--- src/rtl/game_pkg.sv ---
// Shared types and elaboration-time helpers for the game timer.
package game_pkg;

  typedef enum logic {
    DIR_DOWN = 1'b0,
    DIR_UP   = 1'b1
  } dir_e;

  typedef enum logic {
    MODE_SAT  = 1'b0,
    MODE_WRAP = 1'b1
  } mode_e;

  // A one-cycle prescaler still needs a 1-bit register to stay legal.
  function automatic int unsigned prescale_width(input int unsigned prescale);
    return (prescale > 1) ? $clog2(prescale) : 1;
  endfunction

  function automatic logic [63:0] terminal_val(input int unsigned width, input dir_e dir);
    return (dir == DIR_UP) ? ((64'd1 << width) - 64'd1) : 64'd0;
  endfunction

endpackage

--- src/rtl/game_prescaler.sv ---
// Divides qualified enable cycles into step ticks, one every PRESCALE enables.
module game_prescaler
  import game_pkg::*;
#(
  parameter int unsigned PRESCALE = 1
) (
  input  logic clk_i,
  input  logic rst_i,
  input  logic en_i,
  input  logic sync_clr_i,
  output logic step_o
);

  localparam int unsigned   PW   = prescale_width(PRESCALE);
  localparam logic [PW-1:0] LAST = PW'(PRESCALE - 1);

  logic [PW-1:0] cnt_q;
  logic [PW-1:0] cnt_d;

  // With PRESCALE=1 LAST is zero, so cnt_q never leaves 0 and step_o follows en_i.
  assign step_o = en_i && (cnt_q == LAST);

  always_comb begin
    cnt_d = cnt_q;
    if (sync_clr_i) begin
      cnt_d = '0;
    end else if (step_o) begin
      cnt_d = '0;
    end else if (en_i) begin
      cnt_d = cnt_q + 1'b1;
    end
  end

  always_ff @(posedge clk_i or posedge rst_i) begin
    if (rst_i) begin
      cnt_q <= '0;
    end else begin
      cnt_q <= cnt_d;
    end
  end

endmodule

--- src/rtl/game_timer.sv ---
// Parametrised up/down game timer with prescaler, wrap/saturate end mode,
// terminal-count and wrap pulses, and a sticky done flag.
module game_timer
  import game_pkg::*;
#(
  parameter int unsigned      WIDTH     = 5,
  parameter logic [WIDTH-1:0] RESET_VAL = {WIDTH{1'b1}},
  parameter int unsigned      PRESCALE  = 1
) (
  input  logic             clk_i,
  input  logic             rst_i,
  input  logic             en_i,
  input  logic             clear_i,
  input  logic             load_i,
  input  logic [WIDTH-1:0] load_val_i,
  input  logic             dir_i,
  input  logic             mode_i,
  output logic [WIDTH-1:0] count_o,
  output logic             tc_o,
  output logic             wrap_o,
  output logic             done_o
);

  localparam logic [WIDTH-1:0] MAX_VAL = WIDTH'(terminal_val(WIDTH, DIR_UP));

  dir_e  dir;
  mode_e mode;
  logic  step;

  logic [WIDTH-1:0] count_q, count_d;
  logic             tc_q, tc_d;
  logic             wrap_q, wrap_d;
  logic             done_q, done_d;

  logic [WIDTH-1:0] term;
  logic [WIDTH-1:0] opposite;
  logic [WIDTH-1:0] next;

  assign dir  = dir_e'(dir_i);
  assign mode = mode_e'(mode_i);

  game_prescaler #(
    .PRESCALE(PRESCALE)
  ) u_prescaler (
    .clk_i     (clk_i),
    .rst_i     (rst_i),
    .en_i      (en_i),
    .sync_clr_i(clear_i || load_i),
    .step_o    (step)
  );

  // Clear and load take the whole cycle, so the prescaler's step is ignored then.
  always_comb begin
    term     = (dir == DIR_UP) ? MAX_VAL : '0;
    opposite = (dir == DIR_UP) ? '0 : MAX_VAL;
    next     = (dir == DIR_UP) ? count_q + 1'b1 : count_q - 1'b1;
    count_d  = count_q;
    tc_d     = 1'b0;
    wrap_d   = 1'b0;
    done_d   = done_q;
    if (clear_i) begin
      count_d = RESET_VAL;
      done_d  = 1'b0;
    end else if (load_i) begin
      count_d = load_val_i;
      done_d  = 1'b0;
    end else if (step) begin
      if (count_q != term) begin
        count_d = next;
        if (next == term) begin
          tc_d   = 1'b1;
          done_d = done_q || (mode == MODE_SAT);
        end
      end else if (mode == MODE_WRAP) begin
        count_d = opposite;
        wrap_d  = 1'b1;
      end
    end
  end

  always_ff @(posedge clk_i or posedge rst_i) begin
    if (rst_i) begin
      count_q <= RESET_VAL;
      tc_q    <= 1'b0;
      wrap_q  <= 1'b0;
      done_q  <= 1'b0;
    end else begin
      count_q <= count_d;
      tc_q    <= tc_d;
      wrap_q  <= wrap_d;
      done_q  <= done_d;
    end
  end

  assign count_o = count_q;
  assign tc_o    = tc_q;
  assign wrap_o  = wrap_q;
  assign done_o  = done_q;

endmodule

--- config.mk ---
export PLATFORM = sky130hd
export DESIGN_NAME = game_timer
export DESIGN_NICKNAME = d
export VERILOG_FILES = /design/src/rtl/game_pkg.sv /design/src/rtl/game_prescaler.sv /design/src/rtl/game_timer.sv
export SDC_FILE = /design/constraint.sdc
export NUM_CORES = 1
export LEC_CHECK = 0
export ABC_AREA = 1
export BUFFER_PORTS_ARGS = -buffer_cell sky130_fd_sc_hd__clkbuf_2
export CAP_MARGIN = 25
export CORE_ASPECT_RATIO = 0.8
export CORE_MARGIN = 2
export CORE_UTILIZATION = 35
export DETAILED_ROUTE_END_ITERATION = 8
export SETUP_SLACK_MARGIN = 0.1
export SLEW_MARGIN = 20
export SYNTH_ARGS = -nofsm -noshare
export SYNTH_HDL_FRONTEND = slang
export SYNTH_SLANG_ARGS = --single-unit
--- constraint.sdc ---
create_clock -name clk_i -period 3.23 [get_ports clk_i]
set_input_delay 0.646 -clock clk_i [delete_from_list [all_inputs] [get_ports clk_i]]
set_output_delay 0.646 -clock clk_i [all_outputs]
set_load 0.05 [all_outputs]
==> impl_metrics.py <==
metrics = {
    "placed_design": {
        "port_buffers": 19,
        "dpl_cell_area_um2": 888,
        "gp_congestion": 0.916,
        "hpwl_um": 1510,
    },
    "timing": {
        "whs_ps": 320,
        "finalHoldViolCount": 0,
        "rsz0062_at_grt": "no",
        "skew_ps": 3.75,
        "relSlewSlack_pct": 76.3,
        "fin_tns_setup_ps": 0,
        "worst_pin_slew_ps": 355,
        "fin_crit_sh_pct": 60.1,
        "period_needed_ps": 1940,
        "drv_slew": 0,
        "setup_viol": 0,
        "max_freq_ghz": 0.515,
    },
    "logic_synthesis": {
        "ys_types": 21,
        "netlist_area_um2": 762,
        "ys_seq_area_share_pct": 30.4,
        "synth_seq_cells": 9,
        "yosysWarningCount": 0,
        "synth_nets": 131,
        "netlist_instances": 115,
        "syn_avg_cell_area_um2": 6.63,
    },
    "clock_tree": {
        "postCtsHoldBufs": 0,
        "worstSkewPairLatency_ps": 260,
        "cts_root_buf": "clkbuf_4",
        "cts_tree": "built",
        "cts_resized": 0,
        "clockBufferDepth": 2,
        "numCtsBuffers": 3,
        "clkTransAtPathRegs_ps": 60,
        "cts_max_level": 1,
        "cts_setup_buffers": 0,
        "cts_num_sinks": 9,
    },
    "drt": {
        "avgRoutedWirePerCell_um": 10.9,
        "num_vias": 772,
        "ant_nets": 0,
        "drc": 0,
        "wl_um": 1780,
        "viasPerCell": 4.74,
        "drtPass1Iterations": 4,
        "first_iter_violations": 15,
    },
    "grt": {
        "antenna_found_initial": 0,
        "grt_max_degree": 11,
        "grt_pass1_vias": 638,
        "grt_pass1_wl_um": 2850,
        "grt_overflow_total": 0,
        "grt_util_all_layers_pct": 15.0,
    },
    "setup_path": {
        "r2r_setup_slack_ps": 1290,
        "cp.required_ps": 3420,
        "critPathKind": "flip-flop to flip-flop",
        "end_kind": "flip-flop",
        "path_max_fanout": 6,
        "worstPathCellList": "inv_2 > fa_1 > inv_1 > nand3_1 > nand2_1 > nand2_1 > nand2_1 > inv_1 > nand2_1 > nand4_1 > a21oi_1",
        "cp.arrival_ps": 2130,
        "timing.critical_path.mode_cell": "nand2_1",
        "critPathLaunchType": "flip-flop",
        "crit_family": "flip-flops",
        "cp_slowest_cell": "dfstp_2",
        "slowest_delay_ps": 610,
        "cp.buffers_inverters": 3,
    },
    "outcome": {
        "status": "finished clean",
    },
    "layout": {
        "layout_common_cells": "nand2_1, clkbuf_2, inv_1",
        "area_delta_synth_final_pct": 20.0,
        "drive_above_1_share_pct": 28.3,
        "post-route-util_pct": 43.5,
        "final_common_cell": "nand2_1",
        "num_antenna_cells": 0,
        "finalInstanceArea_um2": 915,
        "layout.nets": 155,
    },
    "power": {
        "leakagePower_nw": 0.508,
        "p_per_area_nw_per_um2": 457,
        "ir_worst_vdd_mv": 0.219,
    },
    "die": {
        "dieArea_um2": 2570,
        "die_h_um": 45.7,
        "core_area_um2": 2100,
        "rows": 15,
        "io_pins": 20,
        "chipWidth_um": 56.2,
        "initial_utilization_pct": 36.3,
    },
    "run": {
        "cap_violations": 0,
    },
    "worst_hold_path": {
        "hold_class": "input pin to async pin",
    },
}
cell usage after synthesis:
cell / count / area [um^2]
a21boi_1: 2 / 15.0
a21oi_1: 4 / 20.0
dfrtp_1: 4 / 100
dfstp_2: 5 / 131
fa_1: 1 / 20.0
ha_1: 3 / 37.5
inv_1: 17 / 63.8
inv_2: 3 / 11.3
nand2_1: 40 / 150
nand2_2: 1 / 6.26
nand3_1: 11 / 55.1
nand3_4: 1 / 17.5
nand4_1: 2 / 12.5
nor2_1: 10 / 37.5
nor2_2: 4 / 25.0
nor2_4: 1 / 11.3
nor3_1: 2 / 10.0
o21ai_1: 1 / 5.00
o22ai_1: 1 / 6.26
o22ai_4: 1 / 20.0
or2_2: 1 / 6.26
cell type report:
| cell class | count | area, um^2 |
|---|---|---|
| Fill cell | 237 | 1190 |
| Tap cell | 25 | 31.3 |
| Clock buffer | 4 | 26.3 |
| Inverter | 20 | 75.1 |
| Multi-Input combinational cell | 86 | 455 |
| Timing Repair Buffer | 19 | 95.1 |
| Sequential cell | 9 | 231 |
layer usage:
metal / track usage, % / up-vias / wire (um)
li1: - / 408 / -
met2: 22.4 / 24 / 800
met1: 20.8 / 338 / 860
met4: 2.86 / 0 / 8
met5: 0 / - / 0
met3: 5.97 / 2 / 107
registers in the layout, indices dropped and copies added, names as in the netlist:
register,count
wrap_o,1
count_o,5
tc_o,1
done_o,1
u_prescaler.cnt_q,1
worst paths after layout:
kind,start,endpoint,depth (start not counted)
worst min register to register,count_o[2],count_o[2],2
worst max register to register,count_o[0],done_o,11
worst max-delay path,count_o[0],done_o,11
worst min-delay path,rst_i,u_prescaler.cnt_q,2
max in group asynchronous,rst_i,count_o[3],2
min in group clk_i,count_o[2],count_o[2],2
logic make-up (layout without fill, tap and decap cells):
family / Yosys count / after routing / share of synthesized area [%]
AOI/OAI and AO/OA: 9 / 9 / 8.70
buffers and inverters: 20 / 43 / 9.85
and+or+nand+nor: 73 / 73 / 43.5
DFF: 9 / 9 / 30.4
adders and majority gates: 4 / 4 / 7.55
stage by stage:
step | total power [mW] | worst slack [ps] | cells
floorplan | 0.286 | 1320 | 115
CTS | 0.419 | 1290 | 163
detailed placement | 0.331 | 1050 | 159
global placement | 0.329 | 1110 | 159
finish | 0.418 | 1290 | 163
global route | 0.454 | 1120 | 163
report_power, final:
group          switching, mW  internal [mW]  total (mW)
Sequential            0.0107          0.128       0.139
Combinational          0.132         0.0593       0.191
Clock                 0.0408         0.0477      0.0885
Total                  0.183          0.235       0.418
(Power assumes the default switching activity.)
